<file path="src/rtl/ibex_obi_bridge_pkg.sv">
// ibex_obi_bridge_pkg: request/response payload types and counter width shared by the OBI bridge
`ifndef IBEX_OBI_REQ_T
`define IBEX_OBI_REQ_T(AW, DW) struct packed { logic we; logic [(DW)/8-1:0] be; logic [(AW)-1:0] addr; logic [(DW)-1:0] wdata; }
`define IBEX_OBI_RSP_T(DW) struct packed { logic [(DW)-1:0] rdata; logic err; }
`endif

package ibex_obi_bridge_pkg;

    localparam int CNT_W = 4;

    typedef `IBEX_OBI_REQ_T(32, 32) obi_req_t;
    typedef `IBEX_OBI_RSP_T(32) obi_rsp_t;

    function automatic logic [CNT_W-1:0] cnt_step(
        input logic [CNT_W-1:0] c,
        input logic             inc,
        input logic             dec
    );
        return c + CNT_W'(inc) - CNT_W'(dec);
    endfunction

endpackage

</file>
<file path="src/rtl/ibex_obi_req_stage.sv">
// ibex_obi_req_stage: one-entry A-channel register, or a combinational pass-through when REQ_REG=0
module ibex_obi_req_stage
    import ibex_obi_bridge_pkg::*;
#(
    parameter int  REQ_REG = 1,
    parameter type T       = logic
) (
    input  logic i_clk,
    input  logic i_rst,
    input  logic i_req,
    input  logic i_credit,
    input  T     i_data,
    output logic o_gnt,
    output logic o_a_valid,
    input  logic i_a_ready,
    output T     o_a_data
);

    logic r_valid;
    T     r_data;

    // The register only refills when it is empty or draining this cycle, giving one request per cycle.
    always_comb begin
        o_gnt     = i_req & i_credit & ((REQ_REG != 0) ? (!r_valid | i_a_ready) : i_a_ready);
        o_a_valid = (REQ_REG != 0) ? r_valid : (i_req & i_credit);
        o_a_data  = (REQ_REG != 0) ? r_data : i_data;
    end

    always_ff @(posedge i_clk or posedge i_rst) begin
        if (i_rst) begin
            r_valid <= 1'b0;
            r_data  <= '0;
        end else begin
            r_valid <= o_gnt | (r_valid & !i_a_ready);
            if (o_gnt) r_data <= i_data;
        end
    end

endmodule

</file>
<file path="src/rtl/ibex_obi_bridge.sv">
// ibex_obi_bridge: OBI req/gnt/rvalid port to valid/ready fabric channel with credit limit and response watchdog
module ibex_obi_bridge
    import ibex_obi_bridge_pkg::*;
#(
    parameter int ADDR_WIDTH      = 32,
    parameter int DATA_WIDTH      = 32,
    parameter int MAX_OUTSTANDING = 2,
    parameter int REQ_REG         = 1,
    parameter int TIMEOUT_CYCLES  = 1024
) (
    input  logic                    clk_i,
    input  logic                    rst_i,
    input  logic                    req_i,
    output logic                    gnt_o,
    input  logic                    we_i,
    input  logic [DATA_WIDTH/8-1:0] be_i,
    input  logic [ADDR_WIDTH-1:0]   addr_i,
    input  logic [DATA_WIDTH-1:0]   wdata_i,
    output logic                    rvalid_o,
    output logic [DATA_WIDTH-1:0]   rdata_o,
    output logic                    err_o,
    output logic                    a_valid_o,
    input  logic                    a_ready_i,
    output logic                    a_we_o,
    output logic [DATA_WIDTH/8-1:0] a_be_o,
    output logic [ADDR_WIDTH-1:0]   a_addr_o,
    output logic [DATA_WIDTH-1:0]   a_wdata_o,
    input  logic                    d_valid_i,
    output logic                    d_ready_o,
    input  logic [DATA_WIDTH-1:0]   d_rdata_i,
    input  logic                    d_err_i,
    output logic [3:0]              outstanding_o,
    output logic                    timeout_o
);

    typedef `IBEX_OBI_REQ_T(ADDR_WIDTH, DATA_WIDTH) req_t;
    typedef `IBEX_OBI_RSP_T(DATA_WIDTH) rsp_t;

    localparam int WD_W = (TIMEOUT_CYCLES > 1) ? $clog2(TIMEOUT_CYCLES) : 1;
    localparam int SUM_W = CNT_W + 1;

    if (MAX_OUTSTANDING < 1 || MAX_OUTSTANDING > 15) begin : g_bad_max
        $error("ibex_obi_bridge: MAX_OUTSTANDING must lie in 1..15");
    end
    if (DATA_WIDTH % 8 != 0) begin : g_bad_dw
        $error("ibex_obi_bridge: DATA_WIDTH must be a multiple of 8");
    end

    logic [CNT_W-1:0] r_out;
    logic [CNT_W-1:0] r_drop;
    logic [WD_W-1:0]  r_wd;
    logic             r_rvalid;
    logic             r_timeout;
    rsp_t             r_rsp;
    logic             w_credit;
    logic             w_gnt;
    logic             w_deliver;
    logic             w_drop;
    logic             w_expire;
    req_t             w_core_req;
    req_t             w_a_req;

    // Timed-out transactions keep their credit until the fabric's late answer has been swallowed.
    always_comb begin
        w_credit   = ({1'b0, r_out} + {1'b0, r_drop}) < SUM_W'(MAX_OUTSTANDING);
        w_deliver  = d_valid_i && r_drop == '0 && r_out != '0;
        w_drop     = d_valid_i && r_drop != '0;
        w_expire   = TIMEOUT_CYCLES > 0 && r_out != '0 && !d_valid_i && r_wd == WD_W'(TIMEOUT_CYCLES - 1);
        w_core_req = '{we: we_i, be: be_i, addr: addr_i, wdata: wdata_i};
    end

    ibex_obi_req_stage #(
        .REQ_REG (REQ_REG),
        .T       (req_t)
    ) u_req_stage (
        .i_clk     (clk_i),
        .i_rst     (rst_i),
        .i_req     (req_i),
        .i_credit  (w_credit),
        .i_data    (w_core_req),
        .o_gnt     (w_gnt),
        .o_a_valid (a_valid_o),
        .i_a_ready (a_ready_i),
        .o_a_data  (w_a_req)
    );

    always_comb begin
        gnt_o         = w_gnt;
        a_we_o        = w_a_req.we;
        a_be_o        = w_a_req.be;
        a_addr_o      = w_a_req.addr;
        a_wdata_o     = w_a_req.wdata;
        d_ready_o     = 1'b1;
        rvalid_o      = r_rvalid;
        rdata_o       = r_rsp.rdata;
        err_o         = r_rsp.err;
        outstanding_o = r_out;
        timeout_o     = r_timeout;
    end

    always_ff @(posedge clk_i or posedge rst_i) begin
        if (rst_i) begin
            r_out     <= '0;
            r_drop    <= '0;
            r_wd      <= '0;
            r_rvalid  <= 1'b0;
            r_timeout <= 1'b0;
            r_rsp     <= '0;
        end else begin
            r_out     <= cnt_step(r_out, w_gnt, w_deliver | w_expire);
            r_drop    <= cnt_step(r_drop, w_expire, w_drop);
            r_wd      <= (TIMEOUT_CYCLES == 0 || r_out == '0 || d_valid_i || w_expire) ? '0 : r_wd + 1'b1;
            r_rvalid  <= w_deliver | w_expire;
            r_timeout <= w_expire;
            if (w_deliver | w_expire)
                r_rsp <= w_deliver ? rsp_t'{rdata: d_rdata_i, err: d_err_i} : rsp_t'{rdata: '0, err: 1'b1};
        end
    end

    // A response with nothing outstanding or pending drop is a fabric protocol violation; it is ignored.
    always_ff @(posedge clk_i) begin
        if (!rst_i)
            assert (!(d_valid_i && r_out == '0 && r_drop == '0))
            else $warning("ibex_obi_bridge: d_valid_i with no transaction outstanding, ignored");
    end

endmodule

</file>
<file path="config.mk">
export PLATFORM = sky130hd
export DESIGN_NAME = ibex_obi_bridge
export DESIGN_NICKNAME = d
export VERILOG_FILES = /design/src/rtl/ibex_obi_bridge_pkg.sv /design/src/rtl/ibex_obi_req_stage.sv /design/src/rtl/ibex_obi_bridge.sv
export SDC_FILE = /design/constraint.sdc
export NUM_CORES = 1
export LEC_CHECK = 0
export ABC_AREA = 0
export CAP_MARGIN = 20
export CORE_MARGIN = 1
export CORE_UTILIZATION = 42
export DETAILED_ROUTE_END_ITERATION = 10
export PLACE_DENSITY = 0.8
export SLEW_MARGIN = 20
export SYNTH_ARGS = -nofsm -noshare
export SYNTH_HDL_FRONTEND = slang
export SYNTH_SLANG_ARGS = --single-unit
export TNS_END_PERCENT = 20
</file>
<file path="constraint.sdc">
create_clock -name clk_i -period 4.79 [get_ports clk_i]
set_input_delay 0.958 -clock clk_i [delete_from_list [all_inputs] [get_ports clk_i]]
set_output_delay 0.958 -clock clk_i [all_outputs]
set_load 0.05 [all_outputs]
</file>
### Word level (Yosys, flattened, before mapping)

Cells that the tools add are included.

| operators by class | value |
|---|---|
| $add $sub $neg | 6 |
| multiply operators | 0 |
| div/mod/pow operators | 0 |
| order comparisons | 1 |
| equal/unequal tests | 1 |
| shift-type cells | 0 |
| muxes and demuxes | 2 |
| bitwise operators | 6 |
| reductions and logical operators | 14 |

Operator list:

| kind | number |
|---|---|
| two-way mux 33 bit | 1 |
| adder 10 x 1 -> 10 bit, second input constant | 1 |
| == test 10 bit, second input constant | 1 |
| two-way mux 10 bit | 1 |
| adder 4 x 1 -> 4 bit | 2 |
| logical NOT 4 bit | 2 |
| nonzero test 4 bit | 2 |
| subtractor 4 x 1 -> 4 bit | 2 |
| adder 4 x 4 -> 5 bit | 1 |
| logical AND 1 bit | 5 |
| less-than comparator 5 x 2 -> 1 bit, second input constant | 1 |
| AND 1 bit | 3 |
| logical NOT 1 bit | 3 |
| bitwise OR 1 bit | 3 |
| logical OR 1 bit | 2 |

| word-level totals | value |
|---|---|
| register bits | 123 |
| bits in latches | 0 |
| memory bits (writable) | 0 |
| memory bits (read-only) | 0 |
| bits of input ports | 107 |
| output and inout port bits | 111 |
| logic and storage cells | 42 |
| memories kept | 0 |

### Depth between registers and ports, before layout

Gate-level depths: netlist of the first run.

| depth | value |
|---|---|
| word-level depth | 6 |
| gate-level depth with buffers | 12 |
| gate-level depth less buffers | 12 |

### Hierarchy

From an unflattened synthesis of the first run, not the netlist that was laid out.

| unflattened totals | value |
|---|---|
| cells, all modules | 381 |
| area, all modules | 5,202.5 µm² |

By module, submodules not included:

| module | times used | cells an instance | area each (µm²) | seq. area each (µm²) |
|---|---|---|---|---|
| ibex_obi_req_stage | 1 | 152 | 2,636.3 | 1,751.7 |
| ibex_obi_bridge | 1 | 229 | 2,566.2 | 1,326.3 |

### Least setup slack after synthesis of the first run

No wires, ideal clock.

| timing path | value |
|---|---|
| path kind | reg-to-output |
| start | register r_out[1] (netlist: outstanding_o[1]) |
| end | output port gnt_o |
| arrival | 2,419 ps |
| data required time | 3,832 ps |
| setup slack | 1,413 ps |
| cell stages (with the launch flop) | 7 |
| buffers on the path | 1 |
| cell sequence | dfrtp_1 > inv_1 > fa_1 > nor3b_1 > nand4_1 > buf_2 > inv_1 |

| on the way | value |
|---|---|
| cells in the longest elaborated chain, start to end | 4 |

RTL lines:

| item | line | source |
|---|---|---|
| from (decl) | ibex_obi_bridge.sv:49 | `logic [CNT_W-1:0] r_out;` |
| from (signal assigned) | ibex_obi_bridge.sv:110 | `r_out <= cnt_step(r_out, w_gnt, w_deliver \| w_expire);` |
| adder 4 x 4 -> 5 bit | ibex_obi_bridge.sv:65 | `w_credit = ({1'b0, r_out} + {1'b0, r_drop}) < SUM_W'(MAX_OUTSTANDING);` |
| less-than comparator 5 x 2 -> 1 bit | ibex_obi_bridge.sv:65 |  |
| AND 1 bit | - |  |
| AND 1 bit | ibex_obi_req_stage.sv:24 | `o_gnt = i_req & i_credit & ((REQ_REG != 0) ? (!r_valid \| i_a_ready) : i_a_ready);` |
| to (decl) | ibex_obi_bridge.sv:14 | `output logic gnt_o,` |

No other way between the ends.

### Worst setup path in the final report of the first run

Ends and elaborated chain as after synthesis.

==> run_results.csv, run 1 <==
group,metric,value,unit
place,pre_cts_slack,1.17,ns
worst_setup_path,required,3.83,ns
timing,rsz0062_at_grt,"false",
layout,ff_latch_area,3080,um2
layout,fin_util,0.683,
yosys,synth_xor_area_frac,0.0178,
yosys,yosys_warnings,0,
yosys,synthAdderAreaFrac,0.0479,
timing,setup_viol,0,
status,outcome,"completed",
place,dp_hpwl,8260,um
timing,fin_ws,0.939,ns
timing,max_clock_freq,0.260,GHz
yosys,synth_area_leaders,"dfrtp_1 (63%), mux2_2 (15%), a22o_1 (5.7%)",
yosys,ys_seq_area_frac,0.627,
yosys,syn_area,4910,um2
worst_hold_path,worstHoldStart,"r_wd[0]$_DFF_PP0_",
worst_setup_path,worstSetupPathType,"register to primary output",
yosys,synth_fp_nets,466,
global_route,grt_usage,0.196,
yosys,post-synth-top-area-cell,"dfrtp_1",
clocking,cts_buffer_depth,2,
floorplan,fp.coreArea,11400,um2
place,gp_congestion,0.821,
power_and_ir_drop,power.total,6480,uW
global_route,grt_pass1_wl,17700,um
power_and_ir_drop,leakage,0.00345,uW
yosys,synth_area_per_cell,14.3,um2
clocking,cts_buffers,17,
yosys,netlist_instances,342,
timing,setup_tns,0,ns
worst_hold_path,hold_path_class,"register to register",
layout,final_common_cell,"clkdlybuf4s50_1",
global_route,grt_start_max_net_pins,70,
worst_setup_path,crit_start,"outstanding_o[1]$_DFF_PP0_",
clocking,cts_max_level,4,
floorplan,pin_count,218,
floorplan,dieArea,12100,um2
route,wl_per_cell,16.2,um
yosys,synth_compound_area_frac,0.0732,
timing,period_share,0.804,
yosys,ys_seq_elements,123,
yosys,yosysUniqueCellTypes,32,
global_route,gr-total-overflow,0,
clocking,path_clk_slew,0.06,ns
worst_setup_path,slowest_stage,"clkdlybuf4s50_1",
worst_setup_path,cp.arrival,2.89,ns
timing,worst_slew_pin_slew,1.06,ns
clocking,cts_sinks,123,
layout,nFillCells,821,
route,wl,11700,um
floorplan,start_util,0.430,
worst_setup_path,crit_top_cell,"inv_1",
route,dr.pass1.iters,4,
yosys,async_flop_share,1.00,
power_and_ir_drop,vdd_drop_max,0.646,mV
yosys,synth_flop_cell,"dfrtp_1",
global_route,antenna_found_initial,0,
layout,drive_above_1_share,0.171,
yosys,synth_top_area_frac,0.627,
yosys,muxShareOfSynthArea,0.158,
timing,min_period,3.85,ns
timing,final_hold_viol_count,0,
yosys,synth_edf_count,0,
place,portBuffers,216,
clocking,post_cts_buffers,0,
timing,finalClockSkew,0.00823,ns
global_route,grt_pass1_vias,3664,
worst_setup_path,worst_r2r_startpoint,"outstanding_o[2]$_DFF_PP0_",
clocking,cts.repair.resized,0,
worst_setup_path,crit_path_max_incr_delay,0.80,ns
layout,multiInputGateArea,1700,um2
route,drcViolationCount,0,
clocking,cts_tree,"done",
layout,final_cell_mix,"clkdlybuf4s50_1 (216), dfrtp_1 (123), mux2_2 (64)",
timing,drv_slew,0,
worst_setup_path,crit_path_start_kind,"register",
route,vias_per_cell,4.91,
layout,syn2layout_area_growth,58.9,%
flow_run,drv_cap,0,
route,antenna_left,0,
yosys,synthSimpleGateAreaFrac,0.0454,
worst_setup_path,crit_family,"buffers and inverters",
worst_setup_path,worst_setup_path_end_kind,"primary output",
power_and_ir_drop,power.density,831,nW/um2
worst_setup_path,path_max_fanout,6,
floorplan,rows,39,
floorplan,die_h,110,um
yosys,synth_top_family_by_area,"multiplexers",
route,num_vias,3538,
clocking,root_buffer,"clkbuf_16",
worst_setup_path,crit_buf_inv,3,
place,placed_area,7220,um2
layout,design_area,7800,um2
clocking,hold_buffers,0,
floorplan,die_w,110,um
route,drt-initial-drc-count,117,
timing,slew_headroom,0.290,
layout,antenna_cells,0,
clocking,clk_latency,0.40,ns
layout,nets,689,
worst_setup_path,path_cells,"inv_1, fa_1, nor3b_1, nand4_1, inv_1, clkdlybuf4s50_1",
logic make-up (layout without fill, tap and decap cells):
| kind of cell | Yosys count | count (layout) |
|---|---|---|
| multiplexers | 69 | 69 |
| adder cells (fa/ha/maj) | 17 | 17 |
| buffers and inverters | 35 | 271 |
| AND/OR/NAND/NOR | 44 | 44 |
| other | 1 | 1 |
| XOR/XNOR | 10 | 10 |
| flip-flops | 123 | 123 |
| AO/OA/AOI/OAI | 43 | 43 |
worst paths after layout:
| check | to | slack [ns] | cells after the start |
|---|---|---|---|
| worst max-delay path | gnt_o | 0.94 | 6 |
| worst min-delay path | r_wd[0]$_DFF_PP0_ | 0.50 | 1 |
| worst max register to register | r_drop[3]$_DFF_PP0_ | 1.90 | 10 |
| worst min register to register | r_wd[0]$_DFF_PP0_ | 0.50 | 1 |
| max in group asynchronous | rdata_o[26]$_DFFE_PP0N_ | 2.97 | 3 |
| min in group asynchronous | rdata_o[31]$_DFFE_PP0N_ | 1.04 | 2 |
metal layers:
metal | routed length, um | vias to the layer above | track usage
li1 | - | 1655 | -
met1 | 4830 | 1699 | 0.234
met2 | 5580 | 168 | 0.319
met3 | 1060 | 16 | 0.0747
met4 | 209 | 0 | 0.0799
met5 | 0 | - | 0
through the flow:
stage	hold slack [ns]	std cells
floorplan	0.455	342
global placement	0.475	689
detailed placement	0.490	689
CTS	0.503	721
global route	0.515	721
finish	0.495	721
area by class of cell:
cell class | count | share of cell area
clock inverter | 11 | 0.0156
clock buffer | 21 | 0.0577
sequential | 123 | 0.395
inverter | 20 | 0.00995
tap | 143 | 0.0229
timing repair buffer | 219 | 0.282
multi-input combinational | 184 | 0.218
cells in the mapped netlist, drive strengths merged (2+ instances only):
cell type  count
fa             3
dfrtp        123
nand3          7
nor2b          2
buf            8
a21oi          4
clkbuf         7
mux2          69
nand2          7
nor3b          3
and3           4
ha            14
nor2          11
nand4          2
nor3           4
a22o          32
xnor2          5
inv           20
a21o           2
xor2           5
sequential cells by signal, summed over array words and instances, names as in the netlist:
register and flops:
r_wd 10, rdata_o 32, u_req_stage.o_a_valid 1, u_req_stage.o_a_data 69, timeout_o 1, rvalid_o 1
r_drop 4, outstanding_o 4, err_o 1
power by group:
group	leakage, uW	internal [uW]	switching [uW]
sequential	0.00153	1510	263
combinational	0.00165	1330	2160
clock	0.000277	777	442
No activity file was read; power rests on OpenSTA's default activity.
==> run 2, diff against run 1 <==
clock period = 3.6 ns   (was 4.79 ns; I/O delays follow)
==> run_results.csv, run 2 (synthesized netlist as in run 1, its figures left out) <==
group,metric,value,unit
status,outcome,"completed",
worst_setup_path,path_cells,"inv_1, fa_1, nor3b_1, nand4_1, inv_1, buf_12",
place,dp_hpwl,8480,um
worst_setup_path,crit_path_max_incr_delay,0.55,ns
power_and_ir_drop,leakage,0.00348,uW
clocking,cts_buffers,17,
timing,final_hold_viol_count,0,
global_route,grt_pass1_vias,3684,
route,wl_per_cell,16.3,um
worst_setup_path,crit_top_cell,"inv_1",
power_and_ir_drop,seqPwrFrac,0.270,
route,dr.pass1.iters,4,
worst_setup_path,slowest_stage,"fa_1",
layout,final_common_cell,"clkdlybuf4s50_1",
floorplan,dieArea,12100,um2
route,antenna_left,0,
worst_setup_path,cp.arrival,2.41,ns
floorplan,die_h,110,um
power_and_ir_drop,p_comb_frac,0.534,
flow_run,drv_cap,0,
timing,drv_slew,0,
timing,min_period,3.13,ns
timing,max_clock_freq,0.319,GHz
clocking,path_clk_slew,0.05,ns
worst_setup_path,worstSetupPathType,"register to primary output",
worst_setup_path,path_max_fanout,6,
worst_setup_path,crit_path_start_kind,"register",
worst_hold_path,hold_path_class,"register to register",
power_and_ir_drop,vdd_drop_max,0.790,mV
layout,nets,692,
global_route,antenna_found_initial,0,
floorplan,pin_count,218,
global_route,met1_usage,0.233,
layout,multiInputGateArea,1690,um2
layout,final_cell_mix,"clkdlybuf4s50_1 (215), dfrtp_1 (123), mux2_2 (64)",
floorplan,die_w,110,um
clocking,cts_buffer_depth,2,
layout,drive_above_1_share,0.179,
timing,worst_slew_pin_slew,0.870,ns
route,wl,11800,um
timing,slew_headroom,0.420,
clocking,post_cts_buffers,0,
layout,largest_reg_flops,69,
clocking,cts_tree,"done",
place,placed_area,7260,um2
global_route,gr-total-overflow,0,
layout,antenna_cells,0,
route,vias_per_cell,4.86,
timing,rsz0062_at_grt,"false",
route,drcViolationCount,0,
place,gp_congestion,0.799,
power_and_ir_drop,swShare,0.438,
power_and_ir_drop,p_switching,3820,uW
clocking,cts_max_level,4,
worst_setup_path,required,2.88,ns
global_route,busiest_layer,"met2",
power_and_ir_drop,power.internal,4910,uW
power_and_ir_drop,power.density,1110,nW/um2
layout,syn2layout_area_growth,60.2,%
global_route,grt_start_max_net_pins,70,
clocking,root_buffer,"clkbuf_16",
layout,design_area,7860,um2
timing,period_share,0.870,
timing,setup_viol,0,
clocking,hold_buffers,0,
power_and_ir_drop,power.total,8730,uW
global_route,grt_usage,0.199,
floorplan,start_util,0.430,
timing,setup_tns,0,ns
clocking,cts_sinks,123,
layout,ff_latch_area,3080,um2
route,num_vias,3516,
global_route,use_met2,0.327,
clocking,cts.repair.resized,0,
floorplan,fp.coreArea,11400,um2
clocking,clk_latency,0.41,ns
place,portBuffers,216,
floorplan,rows,39,
worst_setup_path,worst_setup_path_end_kind,"primary output",
global_route,grtUsageMet3,0.0735,
timing,finalClockSkew,0.00817,ns
timing,fin_hold_ws,0.498,ns
power_and_ir_drop,clockPowerShare,0.197,
route,drt-initial-drc-count,128,
layout,nFillCells,830,
global_route,grt_pass1_wl,18000,um
==> run 2: cell count changes in the layout (fill, tap and decap cells not counted), sizes merged <==
cell | previous run | this run
bufinv | 2 | 3
clkinv | 7 | 4
inv | 20 | 19
clkdlybuf4s50 | 216 | 215
clkinvlp | 2 | 5
buf | 3 | 7
==> run 2: path summary, 6_finish.rpt <==
check                                                     start                                   end  slack (ns)  depth (start not counted)
min reg2reg                u_req_stage.o_a_data[14]$_DFFE_PP0P_  u_req_stage.o_a_data[14]$_DFFE_PP0P_        0.50                          1
min                        u_req_stage.o_a_data[14]$_DFFE_PP0P_  u_req_stage.o_a_data[14]$_DFFE_PP0P_        0.50                          1
max                                  outstanding_o[1]$_DFF_PP0_                                 gnt_o        0.47                          6
max in group asynchronous                                 rst_i            outstanding_o[1]$_DFF_PP0_        2.05                          3
max reg2reg                          outstanding_o[1]$_DFF_PP0_            outstanding_o[2]$_DFF_PP0_        0.82                          9
min in group asynchronous                                 rst_i               rdata_o[21]$_DFFE_PP0N_        0.66                          2
==> run 2: area by class of cell <==
type | instances | share of cell area
clock buffers | 21 | 0.0586
clock inverters | 11 | 0.0183
inverters | 20 | 0.0100
multi-input cells | 184 | 0.215
flip-flops and latches | 123 | 0.392
well taps | 143 | 0.0228
repair buffers | 222 | 0.284
==> run 2: critical path: cells and delay by family, from the launching register on <==
family,cells,cell delay [ns]
buf+inv,3,0.51
flops,1,0.50
fa+ha+maj,1,0.55
simple gates,2,0.45
==> run 2: routing by layer <==
layer / wire length, um / up-vias
li1: - / 1649
met1: 4780 / 1691
met4: 236 / 0
met2: 5720 / 160
met5: 0 / -
met3: 1070 / 16
==> run 2: power by group through the flow <==
stage / Sequential (uW) / Combinational (uW) / Clock, uW
after floorplan: 4330 / 1120 / 0
after global placement: 2340 / 4590 / 0
after detailed placement: 2360 / 4700 / 0
after CTS: 2360 / 4700 / 1750
after global routing: 2440 / 4910 / 1830
final: 2350 / 4660 / 1720
==> run 2: stage by stage <==
stage	setup WS [ns]	utilization	instances
5_1_grt	0.273	0.688	724
2_1_floorplan	0.248	-	342
3_5_place_dp	0.523	0.636	692
3_3_place_gp	0.607	0.636	692
6_report	0.468	0.688	724
4_1_cts	0.448	0.688	724
